--- src/rtl/wb_arb_pkg.sv ---
// Shared types and constants for the two-master Wishbone arbiter.
//   arb_state_t : arbiter FSM state (IDLE = no owner, BUSY = transfer in flight)
//   GRANT_D/I   : grant encoding, 0 = data-side master, 1 = instruction-side master
package wb_arb_pkg;

    typedef enum logic {
        ARB_IDLE = 1'b0,
        ARB_BUSY = 1'b1
    } arb_state_t;

    localparam logic GRANT_D = 1'b0;
    localparam logic GRANT_I = 1'b1;

endpackage

--- src/rtl/wb_dual_master_arbiter_if.sv ---
// Single Wishbone port bundle, used for both master-side ports and the shared bus.
//   master modport : drives cyc/stb/we/adr/datwr/sel, receives datrd/ack/err
//   slave  modport : receives cyc/stb/we/adr/datwr/sel, drives datrd/ack/err
// Handshake: a transfer is requested while cyc & stb are high; it completes in the
// cycle the slave side raises ack (datrd valid on reads) or err. The request must be
// held stable until that cycle.
interface wb_dual_master_arbiter_if #(
    parameter int unsigned addr_width   = 32,
    parameter int unsigned data_width   = 32,
    parameter int unsigned strobe_width = data_width / 8
);
    logic                    cyc;
    logic                    stb;
    logic                    we;
    logic [addr_width-1:0]   adr;
    logic [data_width-1:0]   datwr;
    logic [strobe_width-1:0] sel;
    logic [data_width-1:0]   datrd;
    logic                    ack;
    logic                    err;

    modport master (
        output cyc, stb, we, adr, datwr, sel,
        input  datrd, ack, err
    );

    modport slave (
        input  cyc, stb, we, adr, datwr, sel,
        output datrd, ack, err
    );
endinterface

--- src/rtl/wb_arb_watchdog.sv ---
// Saturating cycle counter that flags a transfer the slave never acknowledges.
//   clock, reset : system clock, synchronous active-high reset
//   clear        : zero the counter (held while no transfer is in flight)
//   enable       : count this cycle (BUSY without ack)
//   timeout      : high in the cycle the count reaches timeout_cycles-1;
//                  the count runs past that value, so it fires once per clear.
// timeout_cycles = 0 disables the watchdog.
module wb_arb_watchdog #(
    parameter int unsigned timeout_cycles = 255
) (
    input  logic clock,
    input  logic reset,
    input  logic clear,
    input  logic enable,
    output logic timeout
);
    localparam int unsigned CNT_W = (timeout_cycles == 0) ? 1 : $clog2(timeout_cycles + 1);
    localparam logic [CNT_W-1:0] LIMIT =
        (timeout_cycles == 0) ? '0 : CNT_W'(timeout_cycles - 1);

    logic [CNT_W-1:0] wd_cnt_q, wd_cnt_d;

    always_comb begin
        wd_cnt_d = wd_cnt_q;
        if (clear) begin
            wd_cnt_d = '0;
        end else if (enable && (wd_cnt_q != '1)) begin
            wd_cnt_d = wd_cnt_q + CNT_W'(1);
        end
    end

    always_ff @(posedge clock) begin
        if (reset) begin
            wd_cnt_q <= '0;
        end else begin
            wd_cnt_q <= wd_cnt_d;
        end
    end

    assign timeout = (timeout_cycles != 0) && enable && (wd_cnt_q == LIMIT);

endmodule

--- src/rtl/wb_dual_master_arbiter.sv ---
// Registered arbiter between the data-side (m0) and instruction-side (m1) Wishbone
// masters and one shared Wishbone bus.
//   clock, reset : system clock, synchronous active-high reset
//   m0, m1       : master ports (arbiter acts as their slave)
//   s            : shared bus port (arbiter acts as its master; s.err is not used)
//   busy         : FSM state, high while a transfer owns the bus
//   grant        : current or most recent owner (0 = m0, 1 = m1)
// Grant is chosen in IDLE and held until ack, error (watchdog) or abort. Ties go to
// the master that did not complete the previous transfer.
module wb_dual_master_arbiter
    import wb_arb_pkg::*;
#(
    parameter int unsigned addr_width     = 32,
    parameter int unsigned data_width     = 32,
    parameter int unsigned strobe_width   = data_width / 8,
    parameter int unsigned timeout_cycles = 255
) (
    input  logic                      clock,
    input  logic                      reset,
    wb_dual_master_arbiter_if.slave   m0,
    wb_dual_master_arbiter_if.slave   m1,
    wb_dual_master_arbiter_if.master  s,
    output logic                      busy,
    output logic                      grant
);
    arb_state_t state_q, state_d;
    logic       grant_q, grant_d;
    logic       last_q, last_d;
    logic       req_0, req_1;
    logic       g_cyc;
    logic       ack_g, err_g;
    logic       timeout;

    assign req_0 = m0.cyc & m0.stb;
    assign req_1 = m1.cyc & m1.stb;
    assign g_cyc = (grant_q == GRANT_I) ? m1.cyc : m0.cyc;

    wb_arb_watchdog #(
        .timeout_cycles(timeout_cycles)
    ) u_watchdog (
        .clock   (clock),
        .reset   (reset),
        .clear   (state_q == ARB_IDLE),
        .enable  ((state_q == ARB_BUSY) && !s.ack),
        .timeout (timeout)
    );

    always_comb begin
        state_d = state_q;
        grant_d = grant_q;
        last_d  = last_q;
        ack_g   = 1'b0;
        err_g   = 1'b0;
        s.cyc   = 1'b0;
        s.stb   = 1'b0;
        s.we    = 1'b0;
        s.adr   = '0;
        s.datwr = '0;
        s.sel   = '0;

        if (state_q == ARB_IDLE) begin
            if (req_0 || req_1) begin
                state_d = ARB_BUSY;
                if (req_0 && req_1) begin
                    grant_d = ~last_q;
                end else begin
                    grant_d = req_1 ? GRANT_I : GRANT_D;
                end
            end
        end else begin
            if (!g_cyc) begin
                // Owner abandoned the cycle: release the bus silently and keep
                // the round-robin history as it was.
                state_d = ARB_IDLE;
            end else begin
                s.cyc   = g_cyc;
                s.stb   = (grant_q == GRANT_I) ? m1.stb   : m0.stb;
                s.we    = (grant_q == GRANT_I) ? m1.we    : m0.we;
                s.adr   = (grant_q == GRANT_I) ? m1.adr   : m0.adr;
                s.datwr = (grant_q == GRANT_I) ? m1.datwr : m0.datwr;
                s.sel   = (grant_q == GRANT_I) ? m1.sel   : m0.sel;
                if (s.ack) begin
                    // Ack takes priority over a coincident watchdog expiry.
                    ack_g   = 1'b1;
                    last_d  = grant_q;
                    state_d = ARB_IDLE;
                end else if (timeout) begin
                    err_g   = 1'b1;
                    s.cyc   = 1'b0;
                    s.stb   = 1'b0;
                    last_d  = grant_q;
                    state_d = ARB_IDLE;
                end
            end
        end
    end

    always_ff @(posedge clock) begin
        if (reset) begin
            state_q <= ARB_IDLE;
            grant_q <= GRANT_D;
            last_q  <= GRANT_I;
        end else begin
            state_q <= state_d;
            grant_q <= grant_d;
            last_q  <= last_d;
        end
    end

    assign m0.ack   = ack_g & (grant_q == GRANT_D);
    assign m0.err   = err_g & (grant_q == GRANT_D);
    assign m1.ack   = ack_g & (grant_q == GRANT_I);
    assign m1.err   = err_g & (grant_q == GRANT_I);
    assign m0.datrd = s.datrd;
    assign m1.datrd = s.datrd;
    assign busy     = (state_q == ARB_BUSY);
    assign grant    = grant_q;

endmodule

--- src/flat_wrapper.sv ---
// flat-port wrapper written by rule: the top's interface ports become plain ports
module wb_dual_master_arbiter_flat import wb_arb_pkg::*;
#(
    parameter int unsigned addr_width     = 32,
    parameter int unsigned data_width     = 32,
    parameter int unsigned strobe_width   = data_width / 8,
    parameter int unsigned timeout_cycles = 255
)
  (clock, reset, busy, grant, m0_cyc, m0_stb, m0_we, m0_adr, m0_datwr, m0_sel, m0_datrd, m0_ack, m0_err, m1_cyc, m1_stb, m1_we, m1_adr, m1_datwr, m1_sel, m1_datrd, m1_ack, m1_err, s_cyc, s_stb, s_we, s_adr, s_datwr, s_sel, s_datrd, s_ack, s_err);
  wb_dual_master_arbiter_if #(.addr_width(addr_width), .data_width(data_width), .strobe_width(strobe_width)) m0_i ();
  wb_dual_master_arbiter_if #(.addr_width(addr_width), .data_width(data_width), .strobe_width(strobe_width)) m1_i ();
  wb_dual_master_arbiter_if #(.addr_width(addr_width), .data_width(data_width), .strobe_width(strobe_width)) s_i ();
  input  logic clock;
  input  logic reset;
  output logic busy;
  output logic grant;
  input wire logic [$bits(m0_i.cyc)-1:0] m0_cyc;
  input wire logic [$bits(m0_i.stb)-1:0] m0_stb;
  input wire logic [$bits(m0_i.we)-1:0] m0_we;
  input wire logic [$bits(m0_i.adr)-1:0] m0_adr;
  input wire logic [$bits(m0_i.datwr)-1:0] m0_datwr;
  input wire logic [$bits(m0_i.sel)-1:0] m0_sel;
  output wire logic [$bits(m0_i.datrd)-1:0] m0_datrd;
  output wire logic [$bits(m0_i.ack)-1:0] m0_ack;
  output wire logic [$bits(m0_i.err)-1:0] m0_err;
  input wire logic [$bits(m1_i.cyc)-1:0] m1_cyc;
  input wire logic [$bits(m1_i.stb)-1:0] m1_stb;
  input wire logic [$bits(m1_i.we)-1:0] m1_we;
  input wire logic [$bits(m1_i.adr)-1:0] m1_adr;
  input wire logic [$bits(m1_i.datwr)-1:0] m1_datwr;
  input wire logic [$bits(m1_i.sel)-1:0] m1_sel;
  output wire logic [$bits(m1_i.datrd)-1:0] m1_datrd;
  output wire logic [$bits(m1_i.ack)-1:0] m1_ack;
  output wire logic [$bits(m1_i.err)-1:0] m1_err;
  output wire logic [$bits(s_i.cyc)-1:0] s_cyc;
  output wire logic [$bits(s_i.stb)-1:0] s_stb;
  output wire logic [$bits(s_i.we)-1:0] s_we;
  output wire logic [$bits(s_i.adr)-1:0] s_adr;
  output wire logic [$bits(s_i.datwr)-1:0] s_datwr;
  output wire logic [$bits(s_i.sel)-1:0] s_sel;
  input wire logic [$bits(s_i.datrd)-1:0] s_datrd;
  input wire logic [$bits(s_i.ack)-1:0] s_ack;
  input wire logic [$bits(s_i.err)-1:0] s_err;
  assign m0_i.cyc = m0_cyc;
  assign m0_i.stb = m0_stb;
  assign m0_i.we = m0_we;
  assign m0_i.adr = m0_adr;
  assign m0_i.datwr = m0_datwr;
  assign m0_i.sel = m0_sel;
  assign m0_datrd = m0_i.datrd;
  assign m0_ack = m0_i.ack;
  assign m0_err = m0_i.err;
  assign m1_i.cyc = m1_cyc;
  assign m1_i.stb = m1_stb;
  assign m1_i.we = m1_we;
  assign m1_i.adr = m1_adr;
  assign m1_i.datwr = m1_datwr;
  assign m1_i.sel = m1_sel;
  assign m1_datrd = m1_i.datrd;
  assign m1_ack = m1_i.ack;
  assign m1_err = m1_i.err;
  assign s_cyc = s_i.cyc;
  assign s_stb = s_i.stb;
  assign s_we = s_i.we;
  assign s_adr = s_i.adr;
  assign s_datwr = s_i.datwr;
  assign s_sel = s_i.sel;
  assign s_i.datrd = s_datrd;
  assign s_i.ack = s_ack;
  assign s_i.err = s_err;
  wb_dual_master_arbiter #(.addr_width(addr_width), .data_width(data_width), .strobe_width(strobe_width), .timeout_cycles(timeout_cycles)) u_core (.clock(clock), .reset(reset), .m0(m0_i), .m1(m1_i), .s(s_i), .busy(busy), .grant(grant));
endmodule
--- config.mk ---
export PLATFORM = sky130hd
export DESIGN_NAME = wb_dual_master_arbiter_flat
export DESIGN_NICKNAME = d
export VERILOG_FILES = /design/src/rtl/wb_arb_pkg.sv /design/src/rtl/wb_dual_master_arbiter_if.sv /design/src/rtl/wb_arb_watchdog.sv /design/src/rtl/wb_dual_master_arbiter.sv /design/src/flat_wrapper.sv
export SDC_FILE = /design/constraint.sdc
export NUM_CORES = 1
export LEC_CHECK = 0
export ABC_AREA = 1
export CORE_AREA = 5 5 120 122
export DETAILED_ROUTE_END_ITERATION = 16
export DIE_AREA = 0 0 125 127
export MAX_ROUTING_LAYER = met4
export PLACE_DENSITY_LB_ADDON = 0.15
export SYNTH_ARGS = -nofsm -noshare
export SYNTH_HDL_FRONTEND = slang
export SYNTH_HIERARCHICAL = 1
export SYNTH_SLANG_ARGS = --single-unit
export TNS_END_PERCENT = 30
--- constraint.sdc ---
create_clock -name clock -period 3.12 [get_ports clock]
set_clock_uncertainty 0.05 [all_clocks]
set_input_delay 0.624 -clock clock [delete_from_list [all_inputs] [get_ports clock]]
set_output_delay 0.624 -clock clock [all_outputs]
set_load 0.02 [all_outputs]
==> impl_metrics.ini <==
[outcome]
run_status = completed

[sta]
period_share = 0.978
slew_violations = 0
setup_viol = 0
post-route-worst-setup-slack_ns = 0.0697
slew_headroom = 0.668
grt_setup_unrepaired = no
fin_tns_setup_ns = 0
tightest_slew_ns = 0.496
period_needed_ns = 3.05
timing.fmax_ghz = 0.328
hold_viol = 0
hold_slack_ns = 0.406

[placement]
placed_area_um2 = 4310
dp.cells = 720
port_buffers = 221
place_ws_ns = -0.206
hpwlAfterDp_um = 9080
routabilityCongestion = 0.848

[routing]
drc = 0
drt_first_pass_iters = 4
via_count = 3033
via_per_inst = 4.19
first_iter_violations = 160
wire_per_inst_um = 15.9
ant_nets = 0
wirelength_um = 11500

[critical_path]
worstPathCellList = clkdlybuf4s50_1 > nand2_2 > nand2_2 > nand2_4 > buf_12 > a21oi_2 > clkdlybuf4s50_1
r2r-start = u_core/u_watchdog/wd_cnt_q[4]$_SDFFE_PP0P_
criticalPathCategory = in -> out
crit_required_ns = 2.45
r2r_cells = 8
endpoint_kind = output port
cp_slowest_cell = clkdlybuf4s50_1
cp.buffers_inverters = 3
cpLargestDelayFamily = buffers and inverters
critPathLaunchType = input pin
critPathArrivalTime_ns = 2.38
worstPathMaxFanout = 28
regToRegEndpoint = u_core/last_q$_SDFFE_PP1P_
cp_slowest_stage_delay_ns = 0.63
r2r_slack_ns = 1.59

[cells_and_area]
fin_util = 0.341
antenna_cells = 0
fin_cells = 724
syn2layout_area_growth_pct = 86.8
final_area_um2 = 4460
drive_gt1_frac = 0.162
final_nets = 729

[power_and_ir_drop]
p_sw_frac = 0.332
p_int_mw = 0.579
p_sw_mw = 0.288
total_leakage_power_nw = 2.10
pwr-share-seq = 0.170
clock_power_share = 0.282
power_frac_comb = 0.548
p_per_area_nw_per_um2 = 194
peakVddDrop_mv = 0.212
totalPowerFinal_mw = 0.867

[clocking]
root_buffer = clkbuf_16
htree_levels = 1
clock_latency_ns = 0.24
cts_tree = yes
numCtsBuffers = 3
clk_path_buf_depth = 2
clkTransAtPathRegs_ns = 0.05
clock_sinks = 11

[floorplanning]
start_util = 0.183
dieArea_um2 = 15900
coreArea_um2 = 13100
io_pins = 319
die_y_um = 127
fp.dieW_um = 125
rows = 42

[worst_hold_path]
holdCritPathClass = reg -> reg
min_from = u_core/last_q$_SDFFE_PP1P_
whs_endpoint = u_core/last_q$_SDFFE_PP1P_
hold_depth = 2

[logic_synthesis]
synth_area_leaders = nand2_1, a21oi_2, buf_4
avgSynthCellArea_um2 = 5.99
synth_top_area_share = 0.265
synth_edf_count = 0
yosys_warnings = 6
synthCells = 399
synth_top_flop_cell = dfxtp_1
synth.distinct_cells = 25
synth_area_um2 = 2390
ys_seq_area_frac = 0.0921
yosysMostFrequentCell = nand2_1
async_flop_share = 0
synth_common_cells = nand2_1, buf_4, a21oi_2
synth-seq-cells = 11
syn_nets = 579
netlist.top_cell.by_area = nand2_1

[flow_run]
drv_cap = 0

[global_route]
groute.usage.overall = 0.133
grt.overflow.total = 0
grt_max_degree = 38
antenna_found_initial = 0
grt_pass1_wl_um = 16700
grt_pass1_vias = 2878
-- logic make-up (layout without fill, tap and decap cells) --
logic type | after synthesis | in the layout | synth area share
XOR/XNOR | 2 | 2 | 0.00733
flip-flops | 11 | 11 | 0.0921
adder cells (fa/ha/maj) | 2 | 2 | 0.0105
AO/OA/AOI/OAI | 81 | 81 | 0.270
AND/OR/NAND/NOR | 206 | 206 | 0.341
buffers and inverters | 97 | 246 | 0.279
-- layout by cell type, fill, tap and decap left out, types with 3 or more instances in the layout --
cell | synthesis | layout
clkdlybuf4s50_1 | 0 | 190
nand2_1 | 169 | 168
a21oi_2 | 62 | 62
dlymetal6s2s_1 | 0 | 28
nor2_1 | 18 | 18
a21oi_1 | 13 | 13
buf_4 | 65 | 11
dfxtp_1 | 11 | 10
inv_1 | 8 | 7
nor3_1 | 7 | 7
nand3_1 | 4 | 4
clkbuf_16 | 0 | 3
nand2_2 | 3 | 3
o21ai_0 | 3 | 3
-- power groups by stage --
stage          Combinational, mW  Clock, mW  Sequential, mW
6_report                   0.475      0.244           0.147
5_1_grt                    0.508      0.252           0.148
4_1_cts                    0.484      0.249           0.147
3_5_place_dp               0.480          0           0.150
3_3_place_gp               0.476          0           0.150
2_1_floorplan              0.313          0           0.151
-- area by class of cell --
type	count	area, um2
Timing Repair Buffer	233	2390
Multi-Input combinational cell	291	1520
Sequential cell	11	221
Fill cell	1402	8620
Inverter	9	33.8
Tap cell	176	220
Clock buffer	4	78.8
-- sequential cells by signal (all words and copies together) (netlist names) --
signal and count:
u_core/u_watchdog/wd_cnt_q 8, u_core/busy 1, u_core/grant 1, u_core/last_q 1
-- routing by layer --
| metal | share of wire | GRT usage | vias to the layer above |
|---|---|---|---|
| met5 | 0 | - | - |
| met4 | 0.019 | 0.0325 | 0 |
| met3 | 0.066 | 0.0342 | 28 |
| met2 | 0.51 | 0.232 | 136 |
| met1 | 0.41 | 0.154 | 1361 |
| li1 | - | - | 1508 |
-- how the worst max path moves through the flow --
stage                                start     endpoint  slack, ns  depth (start not counted)
global placement                     s_ack       m1_err      -0.20                          7
detailed placement                   s_ack       m1_err      -0.21                          7
floorplan           u_core/busy$_SDFF_PP0_       m0_err       0.58                          6
global route                        m0_cyc  s_datwr[17]     0.0005                          7
finish                              m1_cyc  s_datwr[13]       0.07                          7
CTS                                 m1_cyc   s_datwr[3]       0.01                          7
-- worst reg2reg max path, delay by kind of cell, from the launching register on --
family | cells | cell delay, ns
buffers and inverters | 1 | 0.17
DFF | 1 | 0.40
and+or+nand+nor | 7 | 0.81
-- timing repair --
action	CTS	global route
hold buffers	0	0
pin swaps	0	0
setup buffers	0	0
gates resized for setup	3	28
endpoints found under the setup margin	4	28
Power figures use the tool's default switching activity.
